[config.mk]
export PLATFORM = sky130hd
export DESIGN_NAME = rr_mem_arbiter
export DESIGN_NICKNAME = d
export VERILOG_FILES = /design/src/rtl/rr_arb_pkg.sv /design/src/rtl/arb_rr_pick.sv /design/src/rtl/rr_mem_arbiter.sv
export SDC_FILE = /design/constraint.sdc
export NUM_CORES = 1
export LEC_CHECK = 0
export BUFFER_PORTS_ARGS = -buffer_cell sky130_fd_sc_hd__buf_4
export CAP_MARGIN = 40
export CORE_AREA = 4 4 157 159
export CTS_CLUSTER_DIAMETER = 200
export DETAILED_ROUTE_END_ITERATION = 10
export DIE_AREA = 0 0 161 163
export PLACE_DENSITY = 0.61
export SYNTH_ARGS = -nofsm -noshare
export SYNTH_HDL_FRONTEND = slang
export SYNTH_SLANG_ARGS = --single-unit
[constraint.sdc]
create_clock -name clk -period 2.8 [get_ports clk]
set_clock_uncertainty 0.15 [all_clocks]
set_input_delay 0.28 -clock clk [delete_from_list [all_inputs] [get_ports clk]]
set_output_delay 0.28 -clock clk [all_outputs]
set_load 0.01 [all_outputs]
[src/rtl/rr_arb_pkg.sv]
// ---------------------------------------------------------------------------
// rr_arb_pkg
// Shared definitions for the round-robin memory arbiter slice.
//   arbState_t  : 2-bit FSM encoding (IDLE, REQUEST, WAIT, DONE)
//   timerWidth  : width of the WAIT-cycle timer for a given timeout
// ---------------------------------------------------------------------------
package rr_arb_pkg;

   typedef enum logic [1:0] {
      ARB_IDLE    = 2'd0,
      ARB_REQUEST = 2'd1,
      ARB_WAIT    = 2'd2,
      ARB_DONE    = 2'd3
   } arbState_t;

   // The timer only ever counts up to timeout-1, so $clog2(timeout) bits are
   // enough; never let the width collapse to zero for tiny timeouts.
   function automatic int timerWidth(input int timeout);
      int w;
      w = $clog2(timeout);
      if (w < 1) begin
         w = 1;
      end
      return w;
   endfunction

endpackage

[src/rtl/arb_rr_pick.sv]
// ---------------------------------------------------------------------------
// arb_rr_pick
// Combinational round-robin picker: finds the first set request bit scanning
// from the pointer upwards, wrapping from NUM_PORTS-1 back to 0.
// Ports:
//   i_req    : request vector, one bit per port
//   i_ptr    : index that has highest priority this round (< NUM_PORTS)
//   o_any    : at least one request bit is set
//   o_winner : index of the chosen port (0 when o_any is low)
// ---------------------------------------------------------------------------
module arb_rr_pick
   import rr_arb_pkg::*;
#(
   parameter int  NUM_PORTS = 4,
   localparam int IDX_W     = $clog2(NUM_PORTS)
) (
   input  logic [NUM_PORTS-1:0] i_req,
   input  logic [IDX_W-1:0]     i_ptr,
   output logic                 o_any,
   output logic [IDX_W-1:0]     o_winner
);

   logic [NUM_PORTS-1:0] w_reqRot;
   logic [IDX_W-1:0]     w_offset;

   // Adds two indices modulo NUM_PORTS; one extra bit holds the carry so the
   // wrap works for port counts that are not a power of two.
   function automatic logic [IDX_W-1:0] wrapAdd(input logic [IDX_W-1:0] a,
                                                input logic [IDX_W-1:0] b);
      logic [IDX_W:0] s;
      s = {1'b0, a} + {1'b0, b};
      if (s >= (IDX_W+1)'(NUM_PORTS)) begin
         s = s - (IDX_W+1)'(NUM_PORTS);
      end
      return s[IDX_W-1:0];
   endfunction

   // Rotate the request vector so that bit 0 is the port at the pointer.
   always_comb begin
      w_reqRot = '0;
      for (int i = 0; i < NUM_PORTS; i++) begin
         w_reqRot[i] = i_req[wrapAdd(i_ptr, IDX_W'(i))];
      end
   end

   // Priority-encode the rotated vector: lowest set bit is the offset from
   // the pointer to the winner.
   always_comb begin
      w_offset = '0;
      for (int i = NUM_PORTS - 1; i >= 0; i--) begin
         if (w_reqRot[i]) begin
            w_offset = IDX_W'(i);
         end
      end
   end

   assign o_any    = |i_req;
   assign o_winner = wrapAdd(i_ptr, w_offset);

endmodule

[src/rtl/rr_mem_arbiter.sv]
// ---------------------------------------------------------------------------
// rr_mem_arbiter
// Work-conserving round-robin arbiter sharing one pulse-request / busy-wait
// memory port between NUM_PORTS requesters, with a per-transaction timeout.
// Ports:
//   clk, reset       : rising-edge clock, asynchronous active-low reset
//   portReq/Wr       : per-port request (held until ready) and write enable
//   portAddr/WData   : flattened per-port address and write data
//   portReady        : one-hot, one-cycle completion pulse
//   portErr          : with portReady, 1 = transaction timed out
//   portRData        : read data of the last normal completion
//   portGnt          : index of the port owning the current/last transaction
//   memAddr/Wr/DataIn: latched request towards memory
//   memReq           : one-cycle memory request pulse
//   memBusyOut       : memory busy, low = access finished
//   memDataOut       : read data from memory
// ---------------------------------------------------------------------------
module rr_mem_arbiter
   import rr_arb_pkg::*;
#(
   parameter int  NUM_PORTS = 4,
   parameter int  ADDR_W    = 32,
   parameter int  DATA_W    = 32,
   parameter int  TIMEOUT   = 256,
   localparam int IDX_W     = $clog2(NUM_PORTS)
) (
   input  logic                        clk,
   input  logic                        reset,
   input  logic [NUM_PORTS-1:0]        portReq,
   input  logic [NUM_PORTS-1:0]        portWr,
   input  logic [NUM_PORTS*ADDR_W-1:0] portAddr,
   input  logic [NUM_PORTS*DATA_W-1:0] portWData,
   output logic [NUM_PORTS-1:0]        portReady,
   output logic                        portErr,
   output logic [DATA_W-1:0]           portRData,
   output logic [IDX_W-1:0]            portGnt,
   output logic [ADDR_W-1:0]           memAddr,
   output logic                        memWr,
   output logic                        memReq,
   output logic [DATA_W-1:0]           memDataIn,
   input  logic                        memBusyOut,
   input  logic [DATA_W-1:0]           memDataOut
);

   localparam int TIMER_W = timerWidth(TIMEOUT);

   arbState_t            r_state;
   arbState_t            w_stateNext;
   logic [IDX_W-1:0]     r_ptr;
   logic [TIMER_W-1:0]   r_timer;
   logic [NUM_PORTS-1:0] r_ready;
   logic                 r_err;
   logic [DATA_W-1:0]    r_rData;
   logic [IDX_W-1:0]     r_gnt;
   logic [ADDR_W-1:0]    r_memAddr;
   logic                 r_memWr;
   logic                 r_memReq;
   logic [DATA_W-1:0]    r_memDataIn;

   logic                 w_any;
   logic [IDX_W-1:0]     w_winner;
   logic [ADDR_W-1:0]    w_winAddr;
   logic [DATA_W-1:0]    w_winData;
   logic                 w_winWr;
   logic [NUM_PORTS-1:0] w_gntOneHot;
   logic                 w_timeout;

   arb_rr_pick #(
      .NUM_PORTS (NUM_PORTS)
   ) u_pick (
      .i_req    (portReq),
      .i_ptr    (r_ptr),
      .o_any    (w_any),
      .o_winner (w_winner)
   );

   // Pull the winner's address, data and write flag out of the flattened
   // request buses; only consumed when a grant is taken in IDLE.
   always_comb begin
      w_winAddr = '0;
      w_winData = '0;
      w_winWr   = 1'b0;
      for (int i = 0; i < NUM_PORTS; i++) begin
         if (w_winner == IDX_W'(i)) begin
            w_winAddr = portAddr[i*ADDR_W +: ADDR_W];
            w_winData = portWData[i*DATA_W +: DATA_W];
            w_winWr   = portWr[i];
         end
      end
   end

   // One-hot ready pattern for the port currently holding the grant.
   always_comb begin
      w_gntOneHot        = '0;
      w_gntOneHot[r_gnt] = 1'b1;
   end

   assign w_timeout = (r_timer == TIMER_W'(TIMEOUT - 1));

   // State register.
   always_ff @(posedge clk or negedge reset) begin
      if (!reset) begin
         r_state <= ARB_IDLE;
      end else begin
         r_state <= w_stateNext;
      end
   end

   // Next-state logic. In WAIT a falling busy and an expiring timer both
   // move to DONE; which of the two it was is sorted out in the datapath.
   always_comb begin
      w_stateNext = r_state;
      case (r_state)
         ARB_IDLE: begin
            if (w_any) begin
               w_stateNext = ARB_REQUEST;
            end
         end
         ARB_REQUEST: begin
            w_stateNext = ARB_WAIT;
         end
         ARB_WAIT: begin
            if (!memBusyOut || w_timeout) begin
               w_stateNext = ARB_DONE;
            end
         end
         ARB_DONE: begin
            w_stateNext = ARB_IDLE;
         end
         default: begin
            w_stateNext = ARB_IDLE;
         end
      endcase
   end

   // Datapath. Requests are only looked at in IDLE, so anything a requester
   // does after its grant has no effect until the next round. Busy low wins
   // over the timeout when both land in the same cycle; a timed-out access
   // leaves the last good read data in place. The pointer moves past the
   // served port only once the transaction is fully done.
   always_ff @(posedge clk or negedge reset) begin
      if (!reset) begin
         r_ptr       <= '0;
         r_timer     <= '0;
         r_ready     <= '0;
         r_err       <= 1'b0;
         r_rData     <= '0;
         r_gnt       <= '0;
         r_memAddr   <= '0;
         r_memWr     <= 1'b0;
         r_memReq    <= 1'b0;
         r_memDataIn <= '0;
      end else begin
         case (r_state)
            ARB_IDLE: begin
               if (w_any) begin
                  r_memAddr   <= w_winAddr;
                  r_memWr     <= w_winWr;
                  r_memDataIn <= w_winData;
                  r_gnt       <= w_winner;
                  r_memReq    <= 1'b1;
               end
            end
            ARB_REQUEST: begin
               r_memReq <= 1'b0;
               r_timer  <= '0;
            end
            ARB_WAIT: begin
               if (!memBusyOut) begin
                  r_rData <= memDataOut;
                  r_ready <= w_gntOneHot;
                  r_err   <= 1'b0;
               end else if (w_timeout) begin
                  r_ready <= w_gntOneHot;
                  r_err   <= 1'b1;
               end else begin
                  r_timer <= r_timer + TIMER_W'(1);
               end
            end
            ARB_DONE: begin
               r_ready <= '0;
               r_err   <= 1'b0;
               r_ptr   <= (r_gnt == IDX_W'(NUM_PORTS - 1)) ? '0 : r_gnt + IDX_W'(1);
            end
            default: begin
            end
         endcase
      end
   end

   assign portReady = r_ready;
   assign portErr   = r_err;
   assign portRData = r_rData;
   assign portGnt   = r_gnt;
   assign memAddr   = r_memAddr;
   assign memWr     = r_memWr;
   assign memReq    = r_memReq;
   assign memDataIn = r_memDataIn;

endmodule

# After elaboration in Yosys (flattened, before gate mapping)
# Index checks and enable logic that the tools add are counted.
# totals
regBits	117
input_bits	299
out_inout_bits	105
elab_cells	108
# classes
addsub	11
n_lt_le_gt_ge	11
n_eq_ne	13
mux	46
bitwise	1
n_reduce_logical	15
# ops
operator	n
$mux W32	8
$mux W2	12
$mux W8	2
$pmux W8 S2	1
$lt A2 B3 Y1 const B	5
$ge A3 B3 Y1 const B	4
$mux W1	12
$eq A2 B2 Y1 const B	5
$reduce_and A2 Y1	5
$sub A2 B1 Y2 const B	5
$add A8 B1 Y8 const B	1
$bmux W1 S2	4
$eq A8 B8 Y1 const B	1
$mux W4	2
$pmux W2 S4	1
$pmux W4 S2	1
$add A2 B2 Y3 const B	2
$ne A2 B2 Y1 const B	3
$reduce_bool A2 Y1	3
$eq A2 B1 Y1 const B	2
$logic_not A2 Y1	2
$pmux W1 S2	2
$reduce_or A4 Y1	1
$add A2 B1 Y3 const B	1
other kinds (12)	12

# Depth between registers and ports, before layout
# depth
depth_word	17
mapped_depth	14
ltp_nobuf	10

# Cells and area by module
# Synthesis repeated with hierarchy kept, for this count alone.
# hier_totals
cells_unflattened	424
area_unflattened_um2	6402.4
# modules_own_cells
module	n_inst	cells_each	area_per_inst_um2	seq_area_each_um2
rr_mem_arbiter	1	397	6221.0	2927.8
arb_rr_pick	1	27	181.4	0.0

# Worst setup path after synthesis
# No wires, ideal clock.
# synth_timing
kind	register to register
start	register r_ptr[0]
end	register r_memAddr[27], in the netlist memAddr[27]
setup_ns	0.126
arrival_time_ns	2.665
t_required_ns	2.524
path_slack_ns	-0.141
stages_incl_launch_ff	11
path_buffers	3
period_less_slack_ns	2.941
path_cell_list	dfrtp_1 > clkbuf_1 > or4_1 > nand3_1 > ha_1 > xor2_1 > xnor2_2 > buf_6 > buf_6 > mux2_1 > a221o_1
# synth_via
elab_chain_cells	17
elab_cells_between_ends	39
cone_classes	9 x add/sub; 5 x order compare; 3 x eq/ne; 21 x mux; 1 x reduce/logical
# synth_rtl
element	line	source
from (decl)	rr_mem_arbiter.sv:49	logic [IDX_W-1:0] r_ptr;
from (signal assigned)	rr_mem_arbiter.sv:183	r_ptr <= (r_gnt == IDX_W'(NUM_PORTS - 1)) ? '0 : r_gnt + IDX_W'(1);
$add A2 B2 Y3	arb_rr_pick.sv:31	s = {1'b0, a} + {1'b0, b};
$ge A3 B3 Y1 or $sub A2 B1 Y2 (tied branches)	arb_rr_pick.sv:32, arb_rr_pick.sv:33	
$mux W2	arb_rr_pick.sv:32	if (s >= (IDX_W+1)'(NUM_PORTS)) begin
$bmux W1 S2	arb_rr_pick.sv:42	w_reqRot[i] = i_req[wrapAdd(i_ptr, IDX_W'(i))];
$mux W1 (not written as such)	arb_rr_pick.sv:42	
$mux W2 (4 in series)	arb_rr_pick.sv:51	if (w_reqRot[i]) begin
$add A2 B2 Y3 (*)	arb_rr_pick.sv:31	
$ge A3 B3 Y1 or $sub A2 B1 Y2 (tied branches)	arb_rr_pick.sv:32, arb_rr_pick.sv:33	
$mux W2 (*)	arb_rr_pick.sv:32	
$logic_not A2 Y1	rr_mem_arbiter.sv:84	if (w_winner == IDX_W'(i)) begin
$mux W32 (3 in series)	rr_mem_arbiter.sv:84	
$mux W32 (*)	rr_mem_arbiter.sv:84	
to (signal assigned)	rr_mem_arbiter.sv:157	r_memAddr <= w_winAddr;
to (decl)	rr_mem_arbiter.sv:55	logic [ADDR_W-1:0] r_memAddr;
# Mark *: on every way between the ends. The rest lies on a longest branch, timed or not. The select of a mux whose other input is x is not followed.
# A chain may end at the register's enable or synchronous reset.

# Final worst setup path
# layout_timing
start	register r_ptr[0]
end	register r_memDataIn[2], in the netlist memDataIn[2]
# layout_via
elab_chain_cells	17
elab_cells_between_ends	39
cone_classes	9 x add/sub; 5 x order compare; 3 x eq/ne; 21 x mux; 1 x reduce/logical
# layout_rtl
element	line	source
$add A2 B2 Y3	arb_rr_pick.sv:31	
$ge A3 B3 Y1 or $sub A2 B1 Y2 (tied branches)	arb_rr_pick.sv:32, arb_rr_pick.sv:33	
$mux W2	arb_rr_pick.sv:32	
$bmux W1 S2	arb_rr_pick.sv:42	
$mux W1 (not written as such)	arb_rr_pick.sv:42	
$mux W2 (4 in series)	arb_rr_pick.sv:51	
$add A2 B2 Y3 (*)	arb_rr_pick.sv:31	
$ge A3 B3 Y1 or $sub A2 B1 Y2 (tied branches)	arb_rr_pick.sv:32, arb_rr_pick.sv:33	
$mux W2 (*)	arb_rr_pick.sv:32	
$logic_not A2 Y1	rr_mem_arbiter.sv:84	
$mux W32 (3 in series)	rr_mem_arbiter.sv:84	
$mux W32 (*)	rr_mem_arbiter.sv:84	
to (signal assigned)	rr_mem_arbiter.sv:159	r_memDataIn <= w_winData;
to (decl)	rr_mem_arbiter.sv:58	logic [DATA_W-1:0] r_memDataIn;
# Marks and branches as above.

==> metrics.cfg <==
[logic_synthesis]
syn_area_per_cell_um2 = 10.7
ys_seq_elements = 117
synthesis.area_mm2 = 0.00680
synth_seq_area_share_pct = 43.0
synth-edff-count = 0
synth_warnings = 0
syn_inst = 636
synth_ff_type = dfrtp_1
synth_nets = 945
synth_cell_types = 37
async_flop_share_pct = 100

[layout]
post-route-util_pct = 51.6
stdcell_count = 1438
seqCellArea_mm2 = 0.00293
drive_above_1_share_pct = 55.0
layout_common_cells = buf_4, nand2_1, dfrtp_1
n_fill_cell = 2144
multiInputGateArea_mm2 = 0.00387
final_area_mm2 = 0.0120
area_delta_synth_final_pct = 76.4
final_common_cell = buf_4
final_nets = 1414

[placed_design]
pre_cts_slack_ns = -0.144
place_area_mm2 = 0.0105
io_buffers = 403
place.gp.congestion = 0.794
dp.cells = 1351
dp_hpwl_um = 20000

[pwr]
p_leak_nw = 5.94
ir_drop_uv = 895
total_power_w = 0.0172
powerDensity_mw_per_mm2 = 1440

[clock_network]
cts_tree = yes
cts_made_buffers = 17
clockBufferDepth = 2
clk_pin_slew_ns = 0.06
clk_latency_ns = 0.41
cts_root_buf = clkbuf_16
h-tree-depth = 4
cts_sinks = 117

[floorplan]
die_area_mm2 = 0.0262
design.core.area_mm2 = 0.0233
die_h_um = 163
fp-row-count = 56
start_util_pct = 29.2
fp.dieW_um = 161
pin_count = 404

[job]
drv_cap = 0

[worst_setup_path]
crit_path_end_kind = flop
cp_max_fo = 6
worst_setup_path_start_kind = flop
critical_path.reg2reg.startpoint = r_ptr[0]
crit_start = r_ptr[0]
critPathArrivalTime_ns = 2.95
worstPathRequired_ns = 2.95
crit_type = reg -> reg

[timing]
hold_viol = 0
fin_ws_ns = 0.00213
tightest_slew_ns = 0.504
fin_crit_sh_pct = 99.9
rsz0062_at_grt = true
slew_violations = 0
post-route-min-period_ns = 2.80
setup_viol_count_final = 0
max_freq_mhz = 357
relSlewSlack_pct = 66.1

[global_routing]
grt_pass1_wl_um = 40200
antenna_found_initial = 1
grt_usage_pct = 19.6
overflow = 0
grt_max_degree = 70
grt_pass1_vias = 7180

[detailed_routing]
first_pass_iters = 4
ant_nets = 0
finalWirelength_um = 27800
vias = 6847
drt-initial-drc-count = 411
wl_per_cell_um = 19.3
viasPerCell = 4.76
route.detailed.drc = 0

[run_status]
status = completed

[hold_path]
holdCritStartpoint = portAddr[56]
hold_class = in -> reg

## metrics by stage
step | hold WS [ns] | TNS [ns]
global placement | 0.116 | -5.57
CTS | 0.0416 | -0.309
detailed placement | 0.118 | -5.87
finish | 0.0633 | 0
floorplan | -0.166 | 0
global route | 0.0473 | -3.58
## critical path, cell delays in order (launching register included)
cell	delay [ns]
dfrtp_1	0.41
buf_6	0.15
nand3b_1	0.08
nand3_1	0.08
o21ai_1	0.12
nand3_2	0.11
ha_4	0.19
xor2_4	0.16
xnor2_4	0.23
buf_4	0.17
buf_12	0.11
buf_12	0.11
mux2_2	0.32
a221o_1	0.31
## state kept, by name, indices dropped and copies added, names as in the netlist
signal and count:
memDataIn 32, memAddr 32, portGnt 2, r_timer 8
r_state 2, memReq 1, portReady 4, portErr 1
memWr 1, portRData 32, r_ptr 2
## kinds of logic (layout without fill, tap and decap cells)
family | Yosys count | in the layout | synth area share (%)
compound gates | 102 | 102 | 12.8
xor+xnor | 4 | 4 | 0.626
fa+ha+maj | 10 | 10 | 1.84
buf+inv | 56 | 538 | 3.94
flops | 117 | 117 | 43.0
mux | 164 | 164 | 26.9
other cells | 0 | 1 | 0
simple gates | 183 | 183 | 10.8
## cells in the mapped netlist (2+ instances only)
library cell | instances | share of area (%)
buf_6 | 3 | 0.50
xor2_1 | 2 | 0.26
o211ai_1 | 3 | 0.33
mux2i_1 | 65 | 9.6
nand3_1 | 4 | 0.29
nor2_1 | 16 | 0.88
dfrtp_1 | 117 | 43
ha_1 | 10 | 1.8
and3_1 | 6 | 0.55
mux2_4 | 17 | 3.8
o21ai_0 | 15 | 1.1
clkbuf_1 | 32 | 1.8
a31oi_1 | 2 | 0.18
mux2_2 | 81 | 13
a221o_1 | 65 | 9.6
nor2b_1 | 2 | 0.18
a21oi_1 | 9 | 0.66
a31o_2 | 2 | 0.26
buf_4 | 7 | 0.77
nand3b_1 | 2 | 0.22
inv_1 | 7 | 0.39
nor3_1 | 2 | 0.15
nand2_1 | 147 | 8.1
o21a_1 | 2 | 0.22
buf_2 | 6 | 0.44
## repair_timing
item                                    4_1_cts  5_1_grt
pin swaps                                    10       23
setup buffers                                 3       11
hold buffers                                 33        0
endpoints found under the setup margin       64       65
resized for setup                            19       47
hold endpoints to repair                     66        0
cloned                                        1        8
## worst paths after layout
check / to / slack [ns] / depth (start not counted)
max: memDataIn[2] / 0.002 / 13
min: memAddr[24] / 0.06 / 3
max reg2reg: memDataIn[2] / 0.002 / 13
min reg2reg: r_timer[3] / 0.34 / 1
max in group asynchronous: memAddr[25] / 1.54 / 3
min in group asynchronous: portRData[31] / 0.21 / 2
## layout make-up
| cell class | count | area share (%) |
|---|---|---|
| timing repair buffer | 499 | 34.8 |
| multi-input combinational | 463 | 32.3 |
| sequential | 117 | 24.4 |
| clock buffer | 17 | 3.55 |
| tap | 319 | 3.33 |
| clock inverter | 15 | 1.39 |
| inverter | 7 | 0.219 |
| antenna | 1 | 0.0209 |
## power by group
| group | leakage, nW | switching [W] | internal (W) | total, W |
|---|---|---|---|---|
| clock | 0.287 | 0.000901 | 0.00133 | 0.00223 |
| combinational | 4.21 | 0.00501 | 0.00694 | 0.0119 |
| sequential | 1.44 | 0.000517 | 0.00254 | 0.00305 |
## metal layers
layer	track usage (%)	up-vias	wire, µm	part of all wire (%)
li1	-	3260	-	-
met1	23.1	3259	10600	38
met2	34.3	294	14200	51
met3	6.33	34	2320	8.4
met4	5.97	0	618	2.2
met5	0	-	0	0
Note: power is estimated with default switching activity, not from simulation.
